### config.mk
export PLATFORM = sky130hd
export DESIGN_NAME = pattern_player
export DESIGN_NICKNAME = d
export VERILOG_FILES = /design/src/rtl/pattern_pkg.sv /design/src/rtl/rate_divider.sv /design/src/rtl/pattern_player.sv
export SDC_FILE = /design/constraint.sdc
export NUM_CORES = 1
export LEC_CHECK = 0
export CAP_MARGIN = 20
export CORE_MARGIN = 1
export CORE_UTILIZATION = 23
export CTS_CLUSTER_DIAMETER = 150
export DETAILED_ROUTE_END_ITERATION = 8
export GPL_ROUTABILITY_DRIVEN = 0
export GPL_TIMING_DRIVEN = 0
export MAX_ROUTING_LAYER = met4
export PLACE_DENSITY = 0.43
export SYNTH_ARGS = -nofsm -noshare
export SYNTH_HDL_FRONTEND = slang
export SYNTH_SLANG_ARGS = --single-unit
### constraint.sdc
create_clock -name CLK_50 -period 3.9 [get_ports CLK_50]
set_input_delay 0.78 -clock CLK_50 [delete_from_list [all_inputs] [get_ports CLK_50]]
set_output_delay 0.78 -clock CLK_50 [all_outputs]
set_load 0.1 [all_outputs]
### src/rtl/pattern_pkg.sv
// Shared encodings and defaults for the pattern player.
package pattern_pkg;

  typedef enum logic [1:0] {
    ModeLoop     = 2'b00,
    ModePingPong = 2'b01,
    ModeOneShot  = 2'b10,
    ModeHold     = 2'b11
  } mode_e;

  // One step per half second on a 50 MHz clock at rate 0.
  localparam int unsigned DefaultDivBase = 25_000_000;

endpackage

### src/rtl/rate_divider.sv
// Step-rate divider: period DIV_BASE >> rate_num clocks, one-cycle tick on terminal count.
module rate_divider
  import pattern_pkg::*;
#(
  parameter int unsigned RATE_W   = 3,
  parameter int unsigned DIV_BASE = DefaultDivBase
) (
  input  logic              clk,
  input  logic              reset,
  input  logic              run,
  input  logic [RATE_W-1:0] rate_num,
  input  logic              restart,
  output logic              tick
);

  localparam int unsigned CntW = (DIV_BASE > 1) ? $clog2(DIV_BASE) : 1;

  logic [CntW-1:0] cnt_q, cnt_d;
  logic [31:0]     period;
  logic            terminal;

  always_comb begin
    period   = DIV_BASE >> rate_num;
    // >= guards against a count left above the new terminal value.
    terminal = (32'(cnt_q) >= (period - 32'd1));
    tick     = run && !restart && terminal;
    cnt_d    = cnt_q;
    if (restart) begin
      cnt_d = '0;
    end else if (run) begin
      cnt_d = terminal ? '0 : cnt_q + CntW'(1);
    end
  end

  always_ff @(posedge clk) begin
    if (reset) begin
      cnt_q <= '0;
    end else begin
      cnt_q <= cnt_d;
    end
  end

endmodule

### src/rtl/pattern_player.sv
// Pattern ROM address sequencer: selectable sequence, step rate and playback mode.
module pattern_player
  import pattern_pkg::*;
#(
  parameter int unsigned SEQ_W    = 6,
  parameter int unsigned STEP_W   = 4,
  parameter int unsigned RATE_W   = 3,
  parameter int unsigned DIV_BASE = DefaultDivBase
) (
  input  logic                    CLK_50,
  input  logic                    reset,
  input  logic                    seq_up,
  input  logic                    seq_dn,
  input  logic                    rate_up,
  input  logic                    rate_dn,
  input  logic                    run,
  input  logic [1:0]              mode,
  output logic [SEQ_W+STEP_W-1:0] rom_addr,
  output logic                    step_tick,
  output logic [SEQ_W-1:0]        seq_num,
  output logic [RATE_W-1:0]       rate_num,
  output logic                    done,
  output logic                    dir
);

  localparam logic [STEP_W-1:0] LastStep   = '1;
  localparam logic [STEP_W-1:0] PenultStep = STEP_W'(2**STEP_W - 2);
  localparam logic [RATE_W-1:0] RateMax    = '1;

  // Bit order: seq_up, seq_dn, rate_up, rate_dn.
  logic [3:0] btn, prev_q, ev;

  logic [SEQ_W-1:0]        seq_q, seq_d;
  logic [RATE_W-1:0]       rate_q, rate_d;
  logic [STEP_W-1:0]       step_q, step_d;
  logic                    dir_q, dir_d;
  logic                    done_q, done_d;
  logic [1:0]              mode_q;
  logic [SEQ_W+STEP_W-1:0] addr_q, addr_d;
  logic                    tick_q, advance;

  logic  seq_change, rate_change, mode_change, div_tick;
  mode_e mode_cur;

  assign btn      = {seq_up, seq_dn, rate_up, rate_dn};
  assign ev       = btn & ~prev_q;
  assign mode_cur = mode_e'(mode);

  always_comb begin
    rate_d = rate_q;
    if (ev[1] && !ev[0] && (rate_q != RateMax)) begin
      rate_d = rate_q + RATE_W'(1);
    end else if (ev[0] && !ev[1] && (rate_q != '0)) begin
      rate_d = rate_q - RATE_W'(1);
    end
    rate_change = (rate_d != rate_q);
  end

  always_comb begin
    seq_d = seq_q;
    if (ev[3] && !ev[2]) begin
      seq_d = seq_q + SEQ_W'(1);
    end else if (ev[2] && !ev[3]) begin
      seq_d = seq_q - SEQ_W'(1);
    end
    seq_change = (seq_d != seq_q);
  end

  assign mode_change = (mode != mode_q);

  rate_divider #(
    .RATE_W   (RATE_W),
    .DIV_BASE (DIV_BASE)
  ) u_rate_divider (
    .clk      (CLK_50),
    .reset    (reset),
    .run      (run),
    .rate_num (rate_q),
    .restart  (seq_change | rate_change),
    .tick     (div_tick)
  );

  always_comb begin
    step_d  = step_q;
    dir_d   = dir_q;
    done_d  = done_q;
    advance = 1'b0;
    if (seq_change) begin
      // A selection change restarts the pattern and overrides any same-cycle tick.
      step_d  = '0;
      dir_d   = 1'b0;
      done_d  = 1'b0;
      advance = 1'b1;
    end else begin
      if (mode_change) begin
        done_d = 1'b0;
      end
      if (mode_cur == ModeLoop) begin
        dir_d = 1'b0;
      end
      if (div_tick) begin
        case (mode_cur)
          ModeLoop: begin
            step_d  = step_q + STEP_W'(1);
            advance = 1'b1;
          end
          ModePingPong: begin
            advance = 1'b1;
            if (!dir_q) begin
              if (step_q == LastStep) begin
                dir_d  = 1'b1;
                step_d = PenultStep;
              end else begin
                step_d = step_q + STEP_W'(1);
              end
            end else begin
              if (step_q == '0) begin
                dir_d  = 1'b0;
                step_d = STEP_W'(1);
              end else begin
                step_d = step_q - STEP_W'(1);
              end
            end
          end
          ModeOneShot: begin
            if (!done_d) begin
              if (step_q != LastStep) begin
                step_d  = step_q + STEP_W'(1);
                advance = 1'b1;
              end
              if ((step_q == PenultStep) || (step_q == LastStep)) begin
                done_d = 1'b1;
              end
            end
          end
          default: begin
          end
        endcase
      end
    end
    addr_d = {seq_d, step_d};
  end

  always_ff @(posedge CLK_50) begin
    if (reset) begin
      // High reset value keeps a button held through reset from firing.
      prev_q <= 4'b1111;
      seq_q  <= '0;
      rate_q <= '0;
      step_q <= '0;
      dir_q  <= 1'b0;
      done_q <= 1'b0;
      mode_q <= mode;
      addr_q <= '0;
      tick_q <= 1'b0;
    end else begin
      prev_q <= btn;
      seq_q  <= seq_d;
      rate_q <= rate_d;
      step_q <= step_d;
      dir_q  <= dir_d;
      done_q <= done_d;
      mode_q <= mode;
      addr_q <= addr_d;
      tick_q <= advance;
    end
  end

  assign rom_addr  = addr_q;
  assign step_tick = tick_q;
  assign seq_num   = seq_q;
  assign rate_num  = rate_q;
  assign done      = done_q;
  assign dir       = dir_q;

endmodule

==> run metrics <==
Ports 31; total gr overflow 0; Max Fclk between 0.2 and 0.3 GHz; Hold Vio Cnt, Final 0; final clock skew 0.00833 ns; data required time at the worst endpoint 4.09 ns; Slew Limit Fails 0; nets@finish around 550; pre-CTS WS -0.104 ns; Initial Util 23.7%; max_cap viols 0; DR pass1 iterations 4; Routed Antenna Nets 0; Clk pin slew, worst setup/hold paths 0.07 ns; HP Class flip-flop to flip-flop; DR WL/cell ~13 um; first-pass GRT wire length 14900 um; Pwr per Cell Area ~290 nW/um2; P&R area growth vs syn 23.0%; Vias 3138; htree depth 2; die area 16200 um2; share of layout cells above drive strength 1 between 10% and 20%; crit path kind flip-flop to flip-flop; CP Launch Type flip-flop; die span in y about 130 um; initial antenna violation count 0; peak supply drop 0.152 mV; number of diodes 0; status complete, no violations; ys flop type dfxtp_1; Max FO, Critical Path 14; Syn Area/Cell 8.09 um2; vias in the first global route 3056; cts hold-fix bufs 0; # clock sinks 47; Vias/cell 4.47; synthesized cell area 3610 um2; GRT Overall Usage 11.8%; GR met3 Demand/Resource 2.01%; Initial DRC Count 113; CP Capture Type flip-flop; Tot Pwr 1.28 mW; fraction of registers with async set/reset 0%; FF+latch count, synth 47; Tightest Pin Transition 0.981 ns; Yosys cell types 59; Chip Width 127 um; num rows 45; Post-Synthesis Cells about 450; DRC 0; worst skew pair latency around 0.3 ns; met2 Usage GRT around 19%; total CTS buffers 5; worst path arrival time about 3.9 ns; Leakage between 1.5 and 2 nW; Slew headroom 34.4%; largest net degree at the start of global routing 16; Top Usage Layer GRT met2; Net Count, Synth slightly above 500; post-synthesis sequential area ratio between 20% and 30%; met1 Resource Use GR 15.3%; final setup margin 0.205 ns; Fillers 1676; PortBufs 30; min Tclk post-route between 3 and 4 ns; setup violators final 0; setup tns final 0 ns; Yosys warnings 0; EDFF count, synth 0; CTS root buffer clkbuf_16; CTS Buffer Depth 2; CTS tree yes; Routed WL 8840 um; CORE AREA 15300 um2; period utilisation layout 94.7%; dpl hpwl 6820 um
==> worst paths after layout <==
path,startpoint,to,slack [ns],depth (start not counted)
worst max-delay path,rate_num[2],rom_addr[3],0.20,16
worst min-delay path,u_rate_divider.cnt_q[3],u_rate_divider.cnt_q[3],0.52,2
worst max register to register,rate_num[2],rom_addr[3],0.20,16
worst min register to register,u_rate_divider.cnt_q[3],u_rate_divider.cnt_q[3],0.52,2
==> cell usage after synthesis (2+ instances only) <==
cell / count / share of area (%)
and4_1: 5 / 1.2
buf_1: 3 / 0.31
and3_1: 9 / 1.6
o211ai_1: 2 / 0.42
nor3_2: 2 / 0.55
or3_1: 5 / 0.87
nand2b_1: 8 / 1.4
o221ai_1: 2 / 0.48
mux2i_1: 6 / 1.7
a211oi_1: 4 / 0.83
ha_1: 47 / 16
o21ai_0: 15 / 2.1
inv_1: 23 / 2.4
and2_1: 2 / 0.35
clkbuf_1: 6 / 0.62
nand2_1: 39 / 4.0
or2_2: 5 / 0.87
a21oi_1: 23 / 3.2
dfxtp_1: 47 / 26
a21o_1: 4 / 0.83
a221oi_1: 4 / 0.97
nor3_1: 21 / 2.9
xnor2_1: 19 / 4.6
buf_6: 2 / 0.62
buf_4: 6 / 1.2
xor2_1: 20 / 4.8
nand3_1: 12 / 1.7
a22oi_1: 3 / 0.62
nand4_1: 8 / 1.4
nor2_2: 3 / 0.52
mux2_2: 2 / 0.62
nor2b_1: 5 / 0.87
buf_2: 2 / 0.28
nor2_1: 58 / 6.0
==> cell usage in the layout (no fill, tap or decap), types with 13 or more instances in the layout <==
cell type	n
dfxtp_1	44
a21oi_1	22
nor3_1	19
nor2_1	57
clkdlybuf4s50_1	30
xor2_1	20
inv_1	22
buf_4	13
o21ai_0	14
xnor2_1	19
ha_1	46
nand2_1	39
==> power by group <==
group | switching (mW) | leakage [nW] | internal [mW] | total, mW
registers | 0.0139 | 0.384 | 0.490 | 0.504
logic | 0.179 | 1.31 | 0.0939 | 0.273
clock network | 0.199 | 0.0838 | 0.303 | 0.501
==> registers in the layout, summed over array words and instances, names as in the netlist <==
name,flops
rate_num,3
mode_q,2
dir,1
prev_q,4
seq_num,6
done,1
step_q,3
u_rate_divider.cnt_q,25
rom_addr,1
step_tick,1
==> kinds of logic (layout without fill, tap and decap cells) <==
logic type | after synthesis | after routing | share of synthesized area, %
AO/OA/AOI/OAI | 72 | 72 | 13.3
XOR/XNOR | 40 | 40 | 10.2
adder cells (fa/ha/maj) | 47 | 47 | 16.3
buffers and inverters | 43 | 87 | 5.61
flip-flops | 47 | 47 | 26.0
multiplexers | 8 | 8 | 2.28
AND/OR/NAND/NOR | 190 | 190 | 26.3
==> area by class of cell <==
type,instances,area (um2),area share [%]
Timing Repair Buffer,37,353,7.93
Clock buffer,5,125,2.81
Clock inverter,3,43.8,0.985
Tap cell,211,264,5.94
Inverter,23,90.1,2.03
Multi-Input combinational cell,357,2510,56.4
Buffer,19,114,2.56
Sequential cell,47,950,21.4
==> worst max-delay path, cell delays in order (launching register included) <==
cell and delay [ns]:
dfxtp_2 0.37, inv_1 0.12, clkbuf_2 0.27, ha_1 0.32
a21o_1 0.21, o21ai_0 0.17, nand2_1 0.12, nor2_1 0.14
xnor2_1 0.09, ha_1 0.28, and4_1 0.21, nand3_1 0.10
a221o_1 0.33, a311oi_4 0.42, nor2_4 0.10, a211oi_1 0.25
nor3_1 0.07
==> per-stage QoR <==
stage                     area, um2  hold WS (ns)  std cells  utilization, %
after detailed placement       4180         0.509        688            27.4
after global placement         4180         0.505        688            27.4
after global routing           4450         0.559        702            29.1
final                          4450         0.525        702            29.1
after floorplan                3620         0.473        447               -
after CTS                      4370         0.520        696            28.6
==> metal layers <==
| metal | vias to the layer above | wire, um |
|---|---|---|
| li1 | 1642 | - |
| met1 | 1448 | 4450 |
| met2 | 39 | 4050 |
| met3 | 9 | 207 |
| met4 | 0 | 133 |
| met5 | - | 0 |
==> what timing repair did <==
item,CTS,global route
gates resized for setup,3,10
setup endpoints to repair,5,32
pin swaps,1,2
setup buffers,0,7
endpoints found under the hold margin,0,0
(Power assumes the default switching activity.)
